$ cat src/rtl/loader_pkg.sv
// Shared types and sizing constants for the boot-time instruction loader.
// Stream framing: 2 header bytes (word count, little-endian), then 4 bytes per word.
package loader_pkg;

    typedef enum logic [2:0] {
        IDLE   = 3'd0,
        HDR_LO = 3'd1,
        HDR_HI = 3'd2,
        DATA   = 3'd3,
        WRITE  = 3'd4,
        CHK    = 3'd5,
        DONE   = 3'd6,
        ERR    = 3'd7
    } loader_state_e;

    localparam int HDR_BYTES  = 2;
    localparam int WORD_BYTES = 4;

endpackage

$ cat src/rtl/word_assembler.sv
// Shifts stream bytes LS-first into a 32-bit word; o_word_ready pulses (combinationally)
// with the 4th pushed byte, and o_word carries the complete word in that same cycle.
module word_assembler
    import loader_pkg::*;
(
    input  logic        i_clk,
    input  logic        i_rst_n,
    input  logic        i_clr,
    input  logic        i_push,
    input  logic [7:0]  i_byte,
    output logic [31:0] o_word,
    output logic        o_word_ready
);

    logic [1:0]  r_cnt;
    logic [23:0] r_shift;
    logic        w_last_byte;

    assign w_last_byte  = (r_cnt == 2'(WORD_BYTES - 1));
    assign o_word_ready = i_push && w_last_byte;
    assign o_word       = {i_byte, r_shift};

    always_ff @(posedge i_clk or negedge i_rst_n) begin
        if (!i_rst_n) begin
            r_cnt   <= '0;
            r_shift <= '0;
        end else if (i_clr) begin
            r_cnt   <= '0;
            r_shift <= '0;
        end else if (i_push) begin
            // Newest byte enters at the top so the first byte ends up least significant.
            r_cnt   <= r_cnt + 2'd1;
            r_shift <= {i_byte, r_shift[23:8]};
        end
    end

endmodule

$ cat src/rtl/instr_loader.sv
// Loads a length-prefixed byte image into instruction memory and holds the core until it completes.
// Optional trailing checksum byte enabled by LOADER_CHECKSUM_EN.
module instr_loader
    import loader_pkg::*;
#(
    parameter int                ADDR_W    = 64,
    parameter logic [ADDR_W-1:0] BASE_ADDR = '0,
    parameter int                MAX_WORDS = 4096
) (
    input  logic              CLK,
    input  logic              RST,
    input  logic              start,
    input  logic              byte_valid,
    input  logic [7:0]        byte_data,
    output logic              byte_ready,
    output logic              mem_wr,
    output logic [ADDR_W-1:0] mem_waddr,
    output logic [31:0]       mem_wdata,
    output logic              cpu_hold,
    output logic              done,
    output logic              err
);

    localparam int HDR_BITS = 8 * HDR_BYTES;

`ifdef LOADER_CHECKSUM_EN
    localparam loader_state_e S_TAIL = CHK;
`else
    localparam loader_state_e S_TAIL = DONE;
`endif

    loader_state_e       r_state;
    loader_state_e       w_state_nxt;
    logic [HDR_BITS-1:0] r_n;
    logic [15:0]         r_idx;
    logic [ADDR_W-1:0]   r_waddr;
    logic [31:0]         r_wdata;
    logic                w_hs;
    logic                w_arm;
    logic                w_push;
    logic                w_last;
    logic [HDR_BITS-1:0] w_n_full;
    logic                w_n_big;
    logic [31:0]         w_word;
    logic                w_word_ready;

    assign byte_ready = (r_state == HDR_LO) || (r_state == HDR_HI) ||
                        (r_state == DATA)   || (r_state == CHK);
    assign w_hs       = byte_valid && byte_ready;
    assign w_push     = (r_state == DATA) && w_hs;
    assign w_n_full   = {byte_data, r_n[7:0]};
    assign w_n_big    = ({16'd0, w_n_full} > 32'(MAX_WORDS));
    assign w_last     = (({1'b0, r_idx} + 17'd1) == {1'b0, r_n});

    word_assembler u_asm (
        .i_clk        (CLK),
        .i_rst_n      (RST),
        .i_clr        (w_arm),
        .i_push       (w_push),
        .i_byte       (byte_data),
        .o_word       (w_word),
        .o_word_ready (w_word_ready)
    );

`ifdef LOADER_CHECKSUM_EN
    logic [7:0] r_sum;

    always_ff @(posedge CLK or negedge RST) begin
        if (!RST) begin
            r_sum <= '0;
        end else if (w_arm) begin
            r_sum <= '0;
        end else if (w_push) begin
            r_sum <= r_sum + byte_data;
        end
    end
`endif

    always_ff @(posedge CLK or negedge RST) begin
        if (!RST) begin
            r_state <= IDLE;
        end else begin
            r_state <= w_state_nxt;
        end
    end

    always_comb begin
        w_state_nxt = r_state;
        w_arm       = 1'b0;
        case (r_state)
            IDLE, DONE, ERR: begin
                if (start) begin
                    w_arm       = 1'b1;
                    w_state_nxt = HDR_LO;
                end
            end
            HDR_LO: begin
                if (w_hs) w_state_nxt = HDR_HI;
            end
            HDR_HI: begin
                if (w_hs) begin
                    if (w_n_big)                w_state_nxt = ERR;
                    else if (w_n_full == '0)    w_state_nxt = S_TAIL;
                    else                        w_state_nxt = DATA;
                end
            end
            DATA: begin
                if (w_push && w_word_ready) w_state_nxt = WRITE;
            end
            WRITE: begin
                w_state_nxt = w_last ? S_TAIL : DATA;
            end
`ifdef LOADER_CHECKSUM_EN
            CHK: begin
                if (w_hs) w_state_nxt = (byte_data == r_sum) ? DONE : ERR;
            end
`endif
            default: w_state_nxt = ERR;
        endcase
    end

    // Address and data are captured with the completing byte so they stay put outside WRITE.
    always_ff @(posedge CLK or negedge RST) begin
        if (!RST) begin
            r_n     <= '0;
            r_idx   <= '0;
            r_waddr <= BASE_ADDR;
            r_wdata <= '0;
        end else begin
            if (w_arm) r_idx <= '0;
            if (r_state == HDR_LO && w_hs) r_n[7:0]  <= byte_data;
            if (r_state == HDR_HI && w_hs) r_n[15:8] <= byte_data;
            if (w_push && w_word_ready) begin
                r_wdata <= w_word;
                r_waddr <= BASE_ADDR + ADDR_W'({r_idx, 2'b00});
            end
            if (r_state == WRITE) r_idx <= r_idx + 16'd1;
        end
    end

    assign mem_wr    = (r_state == WRITE);
    assign mem_waddr = r_waddr;
    assign mem_wdata = r_wdata;
    assign cpu_hold  = (r_state != DONE);
    assign done      = (r_state == DONE);
    assign err       = (r_state == ERR);

endmodule

$ cat config.mk
export PLATFORM = sky130hd
export DESIGN_NAME = instr_loader
export DESIGN_NICKNAME = d
export VERILOG_FILES = /design/src/rtl/loader_pkg.sv /design/src/rtl/word_assembler.sv /design/src/rtl/instr_loader.sv
export SDC_FILE = /design/constraint.sdc
export NUM_CORES = 1
export LEC_CHECK = 0
export CORE_MARGIN = 4
export CORE_UTILIZATION = 40
export DETAILED_ROUTE_END_ITERATION = 8
export HOLD_SLACK_MARGIN = 0.1
export PLACE_DENSITY = 0.75
export SLEW_MARGIN = 20
export SYNTH_ARGS = -nofsm -noshare
export SYNTH_HDL_FRONTEND = slang
export SYNTH_SLANG_ARGS = --single-unit
export TNS_END_PERCENT = 50
$ cat constraint.sdc
create_clock -name CLK -period 7.35 [get_ports CLK]
set_input_delay 2.205 -clock CLK [delete_from_list [all_inputs] [get_ports CLK]]
set_output_delay 2.205 -clock CLK [all_outputs]
set_load 0.03 [all_outputs]
==> results of run 1 <==
==> tightest hold or removal path, delay by kind of cell, from the launching register on <==
| family | cells | cell delay [ns] |
|---|---|---|
| AOI/OAI and AO/OA | 1 | 0.06 |
| and+or+nand+nor | 1 | 0.04 |
| DFF | 1 | 0.34 |
==> stage by stage <==
step / cells / util
floorplan: 569 / -
global placement: 730 / 0.448
detailed placement: 730 / 0.448
CTS: 746 / 0.471
global route: 746 / 0.472
finish: 746 / 0.472
==> state kept, by name, summed over array words and instances (netlist names) <==
name	flops
r_idx	16
mem_waddr	16
r_state	3
u_asm.r_cnt	2
r_n	16
mem_wdata	32
u_asm.r_shift	24
==> power breakdown <==
part,switching (mW),total [mW],internal [mW]
logic,0.423,0.751,0.328
registers,0.158,0.925,0.767
clock network,0.221,0.500,0.278
==> area by class of cell <==
type,instances,area (µm²),share of cell area
clock buffers,11,243,0.0384
flip-flops and latches,109,2730,0.431
inverters,5,18.8,0.00297
multi-input cells,374,2390,0.379
clock inverters,5,66.3,0.0105
repair buffers,66,653,0.103
well taps,176,220,0.0348
==> cell families after synthesis <==
kind of cell	count (synthesis)	synth area share
buf+inv	86	0.107
compound gates	87	0.0947
flops	109	0.494
simple gates	151	0.134
xor+xnor	22	0.0349
other cells	1	0.000679
fa+ha+maj	2	0.00453
mux	64	0.130
==> routing by layer <==
layer,share of wire,vias to the layer above,routed length [µm],track usage
li1,-,1797,-,-
met1,0.45,1899,5250,0.200
met2,0.48,136,5490,0.234
met3,0.059,14,676,0.0307
met4,0.012,0,141,0.0395
met5,0,-,0,0
==> Yosys cell counts, drive strengths merged, types with 2 or more instances <==
cell type    n  area [µm²]
dfrtp      109        2730
nand2       72         270
mux2        63         709
buf         55         397
a21oi       29         145
o21ai       29         145
clkbuf      23         120
nor2        22        82.6
xnor2       13         114
nand3       12        90.1
and3         9        57.6
o31ai        9        67.6
xor2         9        78.8
nor4         8        56.3
nand2b       6        37.5
inv          5        18.8
nand4        5        31.3
and2         4        25.0
a2111oi      3        27.5
a31oi        3        18.8
nor3         3        15.0
o2111ai      3        26.3
a21boi       2        15.0
a311oi       2        17.5
and4         2        17.5
ha           2        25.0
nand3b       2        15.0
nor2b        2        12.5
==> final timing paths <==
check                              start       endpoint  depth (start not counted)  slack (ns)
max reg2reg                   r_state[0]     r_state[2]                          8        4.16
min in group asynchronous            RST   mem_waddr[7]                          1        1.80
min                        mem_waddr[10]  mem_waddr[10]                          2        0.48
max in group asynchronous            RST   mem_waddr[4]                          2        4.26
max                           r_state[0]         mem_wr                          4        2.29
min reg2reg                mem_waddr[10]  mem_waddr[10]                          2        0.48
==> results.json, run 1 <==
{
  "status": "finished, final reports clean",
  "worst_skew_pair.late_latency_ns": 0.34,
  "period_minus_slack_ns": 5.06,
  "crit_buf_inv": 2,
  "worstMarginPinSlew_ns": 1.01,
  "grt_pass1_vias": 3700,
  "post_cts_buffers": 0,
  "synthArstFlopShare": 1.00,
  "rsz0062_at_grt": "no",
  "fin_area_um2": 6320,
  "port_buffers": 64,
  "drt-total-wl_um": 11600,
  "fp.dieH_um": 126,
  "drc": 0,
  "pre_cts_slack_ns": 1.73,
  "dp_hpwl_um": 8100,
  "drtPass1Iterations": 5,
  "start_util": 0.412,
  "p_leak_nw": 2.84,
  "synth.distinct_cells": 54,
  "die_width_um": 126,
  "nets": 579,
  "ir_drop_v": 0.000205,
  "critical_path_class": "flop to primary output",
  "antenna_left": 0,
  "fin_total_pwr_mw": 2.17,
  "skew_ns": 0.0112,
  "grt_start_max_net_pins": 77,
  "placed_cell_area_um2": 6010,
  "ys_ff_latch": 109,
  "syn2layout_area_growth_pct": 14.5,
  "crit_family": "buffers and inverters",
  "layout_common_cells": "109 x dfrtp_1, 71 x nand2_1, 63 x mux2_2, 63 x clkdlybuf4s50_1, 48 x conb_1",
  "fp-row-count": 42,
  "wl_per_cell_um": 15.5,
  "p_per_area_nw_per_um2": 344,
  "synthCells": 522,
  "setup_viol": 0,
  "core-area_um2": 13400,
  "hp-class": "flop to flop",
  "fmax_ghz": 0.198,
  "cts_sinks": 109,
  "setup_tns_ns": 0,
  "end_kind": "primary output",
  "htree_levels": 3,
  "cts_made_buffers": 9,
  "drt_iter0_markers": 226,
  "n_fill_cell": 1239,
  "dieArea_um2": 15800,
  "grt_pass1_wl_um": 19000,
  "antenna_cells": 0,
  "start_kind": "flop",
  "fin_crit_sh": 0.688,
  "slowest_stage": "clkdlybuf4s50_1",
  "slew_headroom": 0.326,
  "clkTransAtPathRegs_ns": 0.08,
  "cp.required_ns": 5.14,
  "slew_viol_final": 0,
  "antenna_found_initial": 0,
  "cts_tree": "built",
  "crit_fanout": 21,
  "finalWorstSetupSlack_ns": 2.29,
  "crit_path_max_incr_delay_ns": 0.77,
  "synth_area_um2": 5520,
  "arrival_ns": 2.86,
  "viasPerCell": 5.16,
  "worst_hold_slack_ns": 0.480,
  "num_vias": 3846,
  "post_route_cells_drive_above_1_share": 0.156,
  "overflow": 0,
  "synth_edf_count": 0,
  "syn_area_per_cell_um2": 10.6,
  "grtUsageTotal": 0.145,
  "postCtsHoldBufs": 0,
  "layout_commonest_cell": "dfrtp_1",
  "yosys_warnings": 0,
  "ctsResizeCount": 0,
  "maxCapViolCount": 0,
  "ys_seq_area_frac": 0.494,
  "gp_congestion": 0.853,
  "clock_path_buffers": 2,
  "worstPathCellList": "nor2_1 > nand2_1 > inv_1 > clkdlybuf4s50_1",
  "synth_flop_cell": "dfrtp_1",
  "io_pins": 113,
  "hold_violations": 0,
  "root_buffer": "clkbuf_16"
}
(Power assumes the default switching activity.)
==> inputs of run 2 (changes only) <==
--- a/config.mk
+++ b/config.mk
@@ -9,7 +9,7 @@
 export CORE_UTILIZATION = 40
 export DETAILED_ROUTE_END_ITERATION = 8
 export HOLD_SLACK_MARGIN = 0.1
-export PLACE_DENSITY = 0.75
+export PLACE_DENSITY = 0.77
 export SLEW_MARGIN = 20
 export SYNTH_ARGS = -nofsm -noshare
 export SYNTH_HDL_FRONTEND = slang
==> constraint.sdc (replaced) <==
create_clock -name CLK -period 4.19 [get_ports CLK]
set_input_delay 1.257 -clock CLK [delete_from_list [all_inputs] [get_ports CLK]]
set_output_delay 1.257 -clock CLK [all_outputs]
set_load 0.03 [all_outputs]
==> run 2 against run 1 <==
Cell count rose by 0.80%. Worst setup slack lost 1.5 ns. Sequential share of layout area fell by 0.53 points. First-iteration DRC count increased by 8.0%. Power is 80% higher. Critical path depth rose by 1. Largest power group unchanged. Wire length increased by 2.4%. Global-route usage up 0.94 points. Utilization is 0.59 points higher. Worst hold slack gained 0.024 ns.
==> results.json, run 2 (synthesized netlist as in run 1, its figures left out) <==
{
  "setup_tns_ns": 0,
  "rsz0062_at_grt": "no",
  "fp.dieH_um": 126,
  "layout_commonest_cell": "dfrtp_1",
  "postCtsHoldBufs": 0,
  "grt_pass1_wl_um": 19900,
  "dieArea_um2": 15800,
  "ctsResizeCount": 0,
  "clock_path_buffers": 2,
  "drtPass1Iterations": 5,
  "dp_cells": 736,
  "dp_hpwl_um": 8110,
  "end_kind": "primary output",
  "cp.required_ns": 2.93,
  "hold_violations": 0,
  "drt-total-wl_um": 11800,
  "maxCapViolCount": 0,
  "wl_per_cell_um": 15.7,
  "worst_skew_pair.late_latency_ns": 0.35,
  "grt_start_max_net_pins": 110,
  "nets": 585,
  "arrival_ns": 2.12,
  "pre_cts_slack_ns": 0.810,
  "antenna_left": 0,
  "fp-row-count": 42,
  "post_cts_buffers": 0,
  "met2_usage": 0.235,
  "num_vias": 3859,
  "setup_viol": 0,
  "core-area_um2": 13400,
  "fin_crit_sh": 0.806,
  "grtUsageTotal": 0.155,
  "start_util": 0.412,
  "cts_tree": "built",
  "use_met3": 0.0512,
  "critical_path_class": "flop to primary output",
  "worst_hold_slack_ns": 0.504,
  "syn2layout_area_growth_pct": 15.9,
  "cts_made_buffers": 9,
  "root_buffer": "clkbuf_16",
  "slew_headroom": 0.323,
  "largest_reg_flops": 32,
  "p_per_area_nw_per_um2": 610,
  "p_leak_nw": 2.87,
  "finalWorstSetupSlack_ns": 0.813,
  "slew_viol_final": 0,
  "cts_sinks": 109,
  "drc": 0,
  "fmax_ghz": 0.296,
  "grt_pass1_vias": 3796,
  "gp_congestion": 0.839,
  "die_width_um": 126,
  "skew_ns": 0.00456,
  "worstMarginPinSlew_ns": 1.01,
  "overflow": 0,
  "htree_levels": 3,
  "io_pins": 113,
  "final-instance-count-excl-fill": 752,
  "grt.busiest_layer": "met2",
  "status": "finished, final reports clean",
  "drt_iter0_markers": 244,
  "clkTransAtPathRegs_ns": 0.07,
  "hp-class": "flop to flop",
  "crit_fanout": 21,
  "antenna_found_initial": 0,
  "layout_common_cells": "109 x dfrtp_1, 71 x nand2_1, 63 x mux2_2, 63 x clkdlybuf4s50_1, 48 x conb_1",
  "period_minus_slack_ns": 3.38,
  "ir_drop_v": 0.000336,
  "viasPerCell": 5.13,
  "grt_util_met1": 0.211,
  "port_buffers": 64,
  "post_route_cells_drive_above_1_share": 0.165,
  "post-route-util": 0.478,
  "antenna_cells": 0,
  "start_kind": "flop"
}
run 2: cell count changes in the layout (fill, tap and decap cells not counted), sizes merged:
cell / previous run / this run
clkinv: 1 / 0
bufinv: 1 / 2
inv: 7 / 6
buf: 3 / 9
clkbuf: 11 / 12
run 2: metrics by stage:
step	total power [mW]	area, µm²
global placement	2.92	6070
global route	4.14	6400
CTS	3.94	6400
detailed placement	2.97	6070
finish	3.91	6400
floorplan	2.53	5700
run 2: worst max-delay path, stage by stage (launching register included):
cell and delay [ns]:
dfrtp_1 0.52, nor2_1 0.16, nand2_1 0.06, buf_4 0.23, inv_1 0.11, clkdlybuf4s50_1 0.67
run 2: power breakdown:
group	switching [mW]	leakage [nW]	internal (mW)
clock network	0.391	0.161	0.561
registers	0.272	1.46	1.35
logic	0.747	1.25	0.588
run 2: cell type report:
| type | count | area, µm² |
|---|---|---|
| Multi-Input combinational cell | 374 | 2390 |
| Clock inverter | 4 | 78.8 |
| Timing Repair Buffer | 72 | 711 |
| Tap cell | 176 | 220 |
| Fill cell | 1220 | 7000 |
| Sequential cell | 109 | 2730 |
| Clock buffer | 12 | 256 |
| Inverter | 5 | 18.8 |
run 2: worst paths after layout:
kind,from,endpoint,slack (ns),depth (start not counted)
max,r_state[0],mem_wr,0.81,5
min,mem_waddr[10],mem_waddr[10],0.50,2
max reg2reg,r_idx[0],r_state[0],1.33,7
min reg2reg,mem_waddr[10],mem_waddr[10],0.50,2
max in group asynchronous,RST,u_asm.r_shift[13],2.81,2
min in group asynchronous,RST,mem_waddr[7],0.98,2
run 2: per-layer routing:
layer  vias to the layer above  share of wire  wire [µm]
li1                       1809              -          -
met4                         0          0.016        187
met3                        18          0.062        739
met5                         -              0          0
met1                      1895           0.45       5350
met2                       137           0.47       5560
==> inputs of run 3 (changes only) <==
--- a/config.mk
+++ b/config.mk
@@ -9,7 +9,7 @@
 export CORE_UTILIZATION = 40
 export DETAILED_ROUTE_END_ITERATION = 8
 export HOLD_SLACK_MARGIN = 0.1
-export PLACE_DENSITY = 0.77
+export PLACE_DENSITY = 0.75
 export SLEW_MARGIN = 20
 export SYNTH_ARGS = -nofsm -noshare
 export SYNTH_HDL_FRONTEND = slang
==> constraint.sdc (replaced) <==
create_clock -name CLK -period 3.5 [get_ports CLK]
set_input_delay 1.05 -clock CLK [delete_from_list [all_inputs] [get_ports CLK]]
set_output_delay 1.05 -clock CLK [all_outputs]
set_load 0.03 [all_outputs]
==> run 3 against run 2 <==
Clock-buffer cell count is 1 lower. Global-route usage is 0.69 points lower. Clock power is 9% higher. Clock skew is 0.0019 ns higher. Combinational power is 20% higher. Utilization is 0.093 points lower. Critical path depth is 1 lower. Wire length is 1.2% lower. Die area stayed put. Largest cell class unchanged. Sequential cell count stayed put. Non-clock buffer count is 2 higher. Sequential power is 20% higher.
==> results.json, run 3 (synthesized netlist as in run 1, its figures left out) <==
{
  "status": "finished, final reports clean",
  "post_route_cells_drive_above_1_share": 0.168,
  "p_switching_mw": 1.68,
  "drc": 0,
  "io_pins": 113,
  "dp_hpwl_um": 8230,
  "overflow": 0,
  "fmax_ghz": 0.320,
  "largest_reg_flops": 32,
  "drt-total-wl_um": 11700,
  "clock_path_buffers": 2,
  "r2r_slack_ns": 0.65,
  "ir_drop_v": 0.000444,
  "dieArea_um2": 15800,
  "period_minus_slack_ns": 3.12,
  "ctsResizeCount": 0,
  "cts_tree": "built",
  "hold_violations": 0,
  "postCtsHoldBufs": 0,
  "p_leak_nw": 2.87,
  "worstMarginPinSlew_ns": 0.851,
  "clkTransAtPathRegs_ns": 0.07,
  "antenna_left": 0,
  "end_kind": "primary output",
  "fp.dieH_um": 126,
  "layout_common_cells": "109 x dfrtp_1, 71 x nand2_1, 63 x mux2_2, 63 x clkdlybuf4s50_1, 48 x conb_1",
  "pwr-share-clk": 0.227,
  "final-instance-count-excl-fill": 753,
  "worst_skew_pair.late_latency_ns": 0.34,
  "r2r-start": "r_idx[0]",
  "cp.required_ns": 2.45,
  "cts_sinks": 109,
  "grt_pass1_wl_um": 19500,
  "setup_viol": 0,
  "drt_iter0_markers": 244,
  "start_util": 0.412,
  "grtUsageTotal": 0.148,
  "fp-row-count": 42,
  "pwr-share-comb": 0.350,
  "start_kind": "flop",
  "regToRegEndpoint": "r_state[0]",
  "p_per_area_nw_per_um2": 719,
  "antenna_found_initial": 0,
  "crit_fanout": 14,
  "slew_viol_final": 0,
  "root_buffer": "clkbuf_16",
  "power.share.sequential": 0.423,
  "critical_path_class": "flop to primary output",
  "setup_tns_ns": 0,
  "htree_levels": 3,
  "viasPerCell": 5.21,
  "nets": 587,
  "crit_start": "r_state[1]",
  "arrival_ns": 2.07,
  "p_sw_frac": 0.365,
  "hp-class": "flop to flop",
  "post-route-util": 0.477,
  "gp_congestion": 0.849,
  "drtPass1Iterations": 5,
  "maxCapViolCount": 0,
  "rsz0062_at_grt": "no",
  "setup.worst_path.end": "done",
  "core-area_um2": 13400,
  "cts_made_buffers": 9,
  "port_buffers": 64,
  "syn2layout_area_growth_pct": 15.7,
  "n_fill_cell": 1229,
  "r2r_cells": 7,
  "post_cts_buffers": 0,
  "layout_commonest_cell": "dfrtp_1",
  "wl_per_cell_um": 15.5,
  "p_int_mw": 2.92,
  "antenna_cells": 0,
  "slew_headroom": 0.433,
  "grt_start_max_net_pins": 69,
  "skew_ns": 0.00646,
  "fin_crit_sh": 0.892,
  "die_width_um": 126,
  "grt_pass1_vias": 3912,
  "dp_cells": 738,
  "num_vias": 3922
}
## run 3: power groups by stage
stage               combinational (mW)  sequential (mW)  clock, mW
floorplan                        0.958             2.07          0
global placement                  1.57             1.94          0
detailed placement                1.61             1.96          0
CTS                               1.62             1.94       1.07
global route                      1.75             1.99       1.12
finish                            1.61             1.94       1.04
## run 3: how the worst min path moves through the flow
stage / cells after the start / end / slack [ns] / startpoint
after floorplan: 1 / mem_wdata[0] / 0.48 / u_asm.r_shift[0]
after global placement: 2 / mem_waddr[10] / 0.48 / mem_waddr[10]
after detailed placement: 2 / mem_waddr[10] / 0.48 / mem_waddr[10]
after CTS: 2 / mem_waddr[10] / 0.50 / mem_waddr[10]
after global routing: 1 / mem_wdata[7] / 0.52 / u_asm.r_shift[7]
final: 2 / mem_waddr[10] / 0.49 / mem_waddr[10]
## run 3: area by class of cell
cell class,instances,area (µm²),share of cell area
clock inverters,4,55.1,0.00862
flip-flops and latches,109,2730,0.427
inverters,5,18.8,0.00294
repair buffers,74,726,0.114
multi-input cells,374,2390,0.374
clock buffers,11,253,0.0396
well taps,176,220,0.0345
## run 3: worst max-delay path, stage by stage, from the launching register on
cell and delay, ns:
dfrtp_1 0.58, nand2_1 0.13, or2_2 0.30, inv_1 0.06, clkdlybuf4s50_1 0.66
## run 3: per-layer routing
layer | vias up | global-route usage | share of wire
met1 | 1967 | 0.203 | 0.45
met4 | 0 | 0.0497 | 0.016
li1 | 1813 | - | -
met3 | 13 | 0.0303 | 0.063
met5 | - | 0 | 0
met2 | 129 | 0.235 | 0.47
## run 3: metrics by stage
step	hold WS (ns)	power (mW)	worst slack (ns)	instance area (µm²)
after CTS	0.496	4.63	0.355	6390
after floorplan	0.481	3.03	0.799	5700
final	0.492	4.59	0.377	6390
after detailed placement	0.479	3.57	0.574	6080
after global routing	0.525	4.85	0.238	6390
after global placement	0.475	3.51	0.637	6080
==> RTL edit 1 (flow settings as in run 3) <==
Build with the macro `LOADER_CHECKSUM_EN` defined.
--- a/src/rtl/instr_loader.sv
+++ b/src/rtl/instr_loader.sv
@@ -1,5 +1,7 @@
 // Loads a length-prefixed byte image into instruction memory and holds the core until it completes.
 // Optional trailing checksum byte enabled by LOADER_CHECKSUM_EN.
+`define LOADER_CHECKSUM_EN
+
 module instr_loader
     import loader_pkg::*;
 #(
Function: changed (a bounded check fails within 4 cycles, from zero or initial values and one cycle with RST low).
==> RTL edit 1 against run 3 <==
Critical path type unchanged; power grew 41%; sequential cell count grew 8; synthesized area grew 6.3%; register-to-register slack gained 0.24 ns; worst setup slack lost 0.13 ns; design area grew 12%; highest routed layer unchanged; clock skew shrank 0.0021 ns; wire length grew 13%.
==> RTL edit 1: results (changes against run 3) <==
[route]
routedWlPerCell_um=16.9  ; was 15.5 um
drt_wl_total_um=13300  ; was 11,700 um
drt_iter0_markers=247  ; was 244

[placement]
place_ws_ns=0.232  ; was 0.574 ns
gp_congestion=0.863  ; was 0.849
hpwlAfterDp_um=9160  ; was 8230 um

[timing]
relSlewSlack=0.575  ; was 0.433
fin_worst_skew_ns=0.00437  ; was 0.00646 ns

[finish]
post-route-util=0.493  ; was 0.477
final_nets=608  ; was 587
drive_gt1_frac=0.199  ; was 0.168
n_fill_cell=1280  ; was 1,229

[power]
pwr-share-seq=0.360  ; was 0.423
worst_ir_drop_vdd_mv=0.689  ; was 0.444 mV
power.leakage_nw=3.21  ; was 2.87 nW
power_switching_share=0.380  ; was 0.365

[yosys]
synthCells=521  ; was 522
yosys-top-cells-area=dfrtp_1 50%, mux2_2 12%, buf_4 6.3%  ; was dfrtp_1 49%, mux2_2 13%, buf_4 6.8%

[global_routing]
gr-usage-all-layers=0.165  ; was 0.148
grt_start_max_net_pins=54  ; was 69

[clock_network]
numCtsBuffers=17  ; was 9
h-tree-depth=4  ; was 3

[critical_path]
crit_fanout=11  ; was 14
cp_slowest_stage_delay_ns=0.68  ; was 0.66 ns

[status]
status=complete, no violations  ; unchanged

RTL edit 1: changes by cell type after synthesis, sizes merged, moves of 7 or more:
cell,change
a21oi,-16
a22o,+28
o21ai,+8
ha,+7
nand2,-43
dfrtp,+8
RTL edit 1: path summary, 6_finish.rpt:
| check | slack (ns) | depth (start not counted) | startpoint | to |
|---|---|---|---|---|
| setup reg to reg | 0.89 | 6 | r_idx[2] | r_state[2] |
| max in group asynchronous | 2.17 | 2 | RST | mem_wdata[0] |
| setup / recovery | 0.25 | 4 | r_state[0] | mem_wr |
| min in group asynchronous | 0.62 | 1 | RST | mem_wdata[25] |
| hold / removal | 0.49 | 2 | mem_waddr[8] | mem_waddr[8] |
| hold reg to reg | 0.49 | 2 | mem_waddr[8] | mem_waddr[8] |
RTL edit 1: critical path: cells and delay by family (launching register included):
kind | cells | cell delay, ns
buf+inv | 2 | 0.80
simple gates | 2 | 0.50
flops | 1 | 0.48
RTL edit 1: area by class of cell:
class	count	share of cell area
clock buffer	19	0.0621
clock inverter	13	0.0175
inverter	6	0.00316
multi-input combinational	366	0.367
sequential	117	0.411
tap	184	0.0323
timing repair buffer	78	0.108
RTL edit 1: kinds of logic after synthesis:
family,synth area share
other,0.000639
adders and majority gates,0.0226
xor gates and xnor gates,0.0403
muxes,0.128
DFF,0.499
AOI/OAI and AO/OA,0.125
buffers and inverters,0.0874
and+or+nand+nor,0.0974
RTL edit 1: per-layer routing:
metal / GRT usage / routed length (um)
met1: 0.207 / 5720
met2: 0.271 / 6650
met3: 0.0466 / 671
met4: 0.0661 / 212
met5: 0 / 0
==> RTL edit 2 (flow settings as in run 3) <==
Without the edit above. Put a register stage on the output `err`, with the module's reset. The value now appears one clock later. The other outputs are not delayed to match.
--- a/src/rtl/instr_loader.sv
+++ b/src/rtl/instr_loader.sv
@@ -143,7 +143,13 @@
     assign mem_wdata = r_wdata;
     assign cpu_hold  = (r_state != DONE);
     assign done      = (r_state == DONE);
-    assign err       = (r_state == ERR);
+    always_ff @(posedge CLK or negedge RST) begin
+        if (!RST) begin
+            err <= '0;
+        end else begin
+            err <= (r_state == ERR);
+        end
+    end
 
 endmodule
 
Check against the original RTL: not equivalent (a bounded check fails within 4 cycles, from zero or initial values and one cycle with RST low).
==> RTL edit 2 against run 3 <==
Design area is 1.7% higher; power is 17% higher; worst setup slack worse by 0.21 ns; clock skew is 0.0044 ns higher; wire length is 3.0% higher; synthesized area is 1.3% higher; largest power group unchanged; critical path type unchanged; first-iteration DRC count is 21% lower; sequential cell count is 1 higher; global-route usage is 0.70 points higher.
==> RTL edit 2: results (changes against run 3) <==
[global_routing]
grt_pass1_vias=3967  ; was 3,912
gr-usage-all-layers=0.155  ; was 0.148
met3_usage=0.0212  ; was 0.0303
met1_usage=0.209  ; was 0.203
grtUsageMet2=0.249  ; was 0.235

[critical_path]
crit_fanout=15  ; was 14
cp_slowest_stage_delay_ns=0.68  ; was 0.66 ns

[route]
drt_wl_total_um=12000  ; was 11,700 um
drt_iter0_markers=192  ; was 244
vias=3907  ; was 3,922

[hold_path]
hp-start=mem_wdata[14]  ; was mem_waddr[10]

[timing]
fin_worst_skew_ns=0.0109  ; was 0.00646 ns

[yosys]
synth_top_area_frac=0.492  ; was 0.494
yosys-top-cells-count=110 x dfrtp_1, 72 x nand2_1, 64 x mux2_2  ; was 109 x dfrtp_1, 72 x nand2_1, 63 x mux2_2
synth-compound-area-share=0.101  ; was 0.0947
seq_area_frac_synth=0.492  ; was 0.494
synth_cell_type_count=59  ; was 54
synthXorXnorAreaFrac=0.0313  ; was 0.0349
synthMuxAreaShare=0.136  ; was 0.130
synth_adder_area_share=0.00447  ; was 0.00453
synth.avg_cell_area_sq_um=10.6  ; about the same

[placement]
place_ws_ns=0.565  ; was 0.574 ns
place_area_sq_um=6180  ; was 6080 sq um
dp.cells=748  ; was 738
gp_congestion=0.879  ; was 0.849
hpwlAfterDp_um=8770  ; was 8230 um

[clock_network]
cts_max_path_buffers=2  ; unchanged
insertion_delay_ns=0.36  ; was 0.34 ns

[status]
status=complete, no violations  ; unchanged

[finish]
n_fill_cell=1254  ; was 1,229
final_nets=597  ; was 587
drive_gt1_frac=0.173  ; was 0.168

[power]
power.leakage_nw=2.89  ; was 2.87 nW
worst_ir_drop_vdd_mv=0.515  ; was 0.444 mV

RTL edit 2: cell count changes in the layout (fill, tap and decap cells not counted), moves of 3 or more:
cell	delta
a21oi_1	+5
and3_1	-5
mux2i_1	+3
nor2_1	-5
nor2b_1	+4
nor4_1	-4
o21ai_0	+5
o31ai_1	-5
or3_1	+3
RTL edit 2: cell type report:
type	instances	share of cell area
sequential	110	0.424
tap	176	0.0339
timing repair buffer	72	0.109
multi-input combinational	384	0.381
clock buffer	10	0.0368
clock inverter	6	0.0114
inverter	6	0.00347
RTL edit 2: final timing paths:
path	to	slack, ns	cells past startpoint
worst max-delay path	mem_wr	0.17	4
worst min-delay path	mem_wdata[14]	0.51	1
worst max register to register	r_state[2]	0.88	7
worst min register to register	mem_wdata[14]	0.51	1
max in group asynchronous	mem_wdata[0]	2.13	2
min in group asynchronous	mem_wdata[6]	0.63	1
RTL edit 2: routing by layer:
layer | vias up | part of all wire | routed length [um]
met5 | - | 0 | 0
li1 | 1851 | - | -
met4 | 0 | 0.019 | 224
met3 | 16 | 0.040 | 484
met2 | 118 | 0.49 | 5900
met1 | 1922 | 0.45 | 5430
RTL edit 2: per-stage QoR:
| stage | utilization | total power [mW] |
|---|---|---|
| 3_3_place_gp | 0.460 | 4.25 |
| 2_1_floorplan | - | 3.56 |
| 3_5_place_dp | 0.460 | 4.33 |
| 4_1_cts | 0.483 | 5.41 |
| 6_report | 0.483 | 5.36 |
| 5_1_grt | 0.483 | 5.69 |
RTL edit 2: where the power goes:
part	total [mW]	switching [mW]	internal [mW]
registers	2.15	0.411	1.74
logic	2.14	1.18	0.958
clock network	1.07	0.486	0.586
total	5.36	2.08	3.28
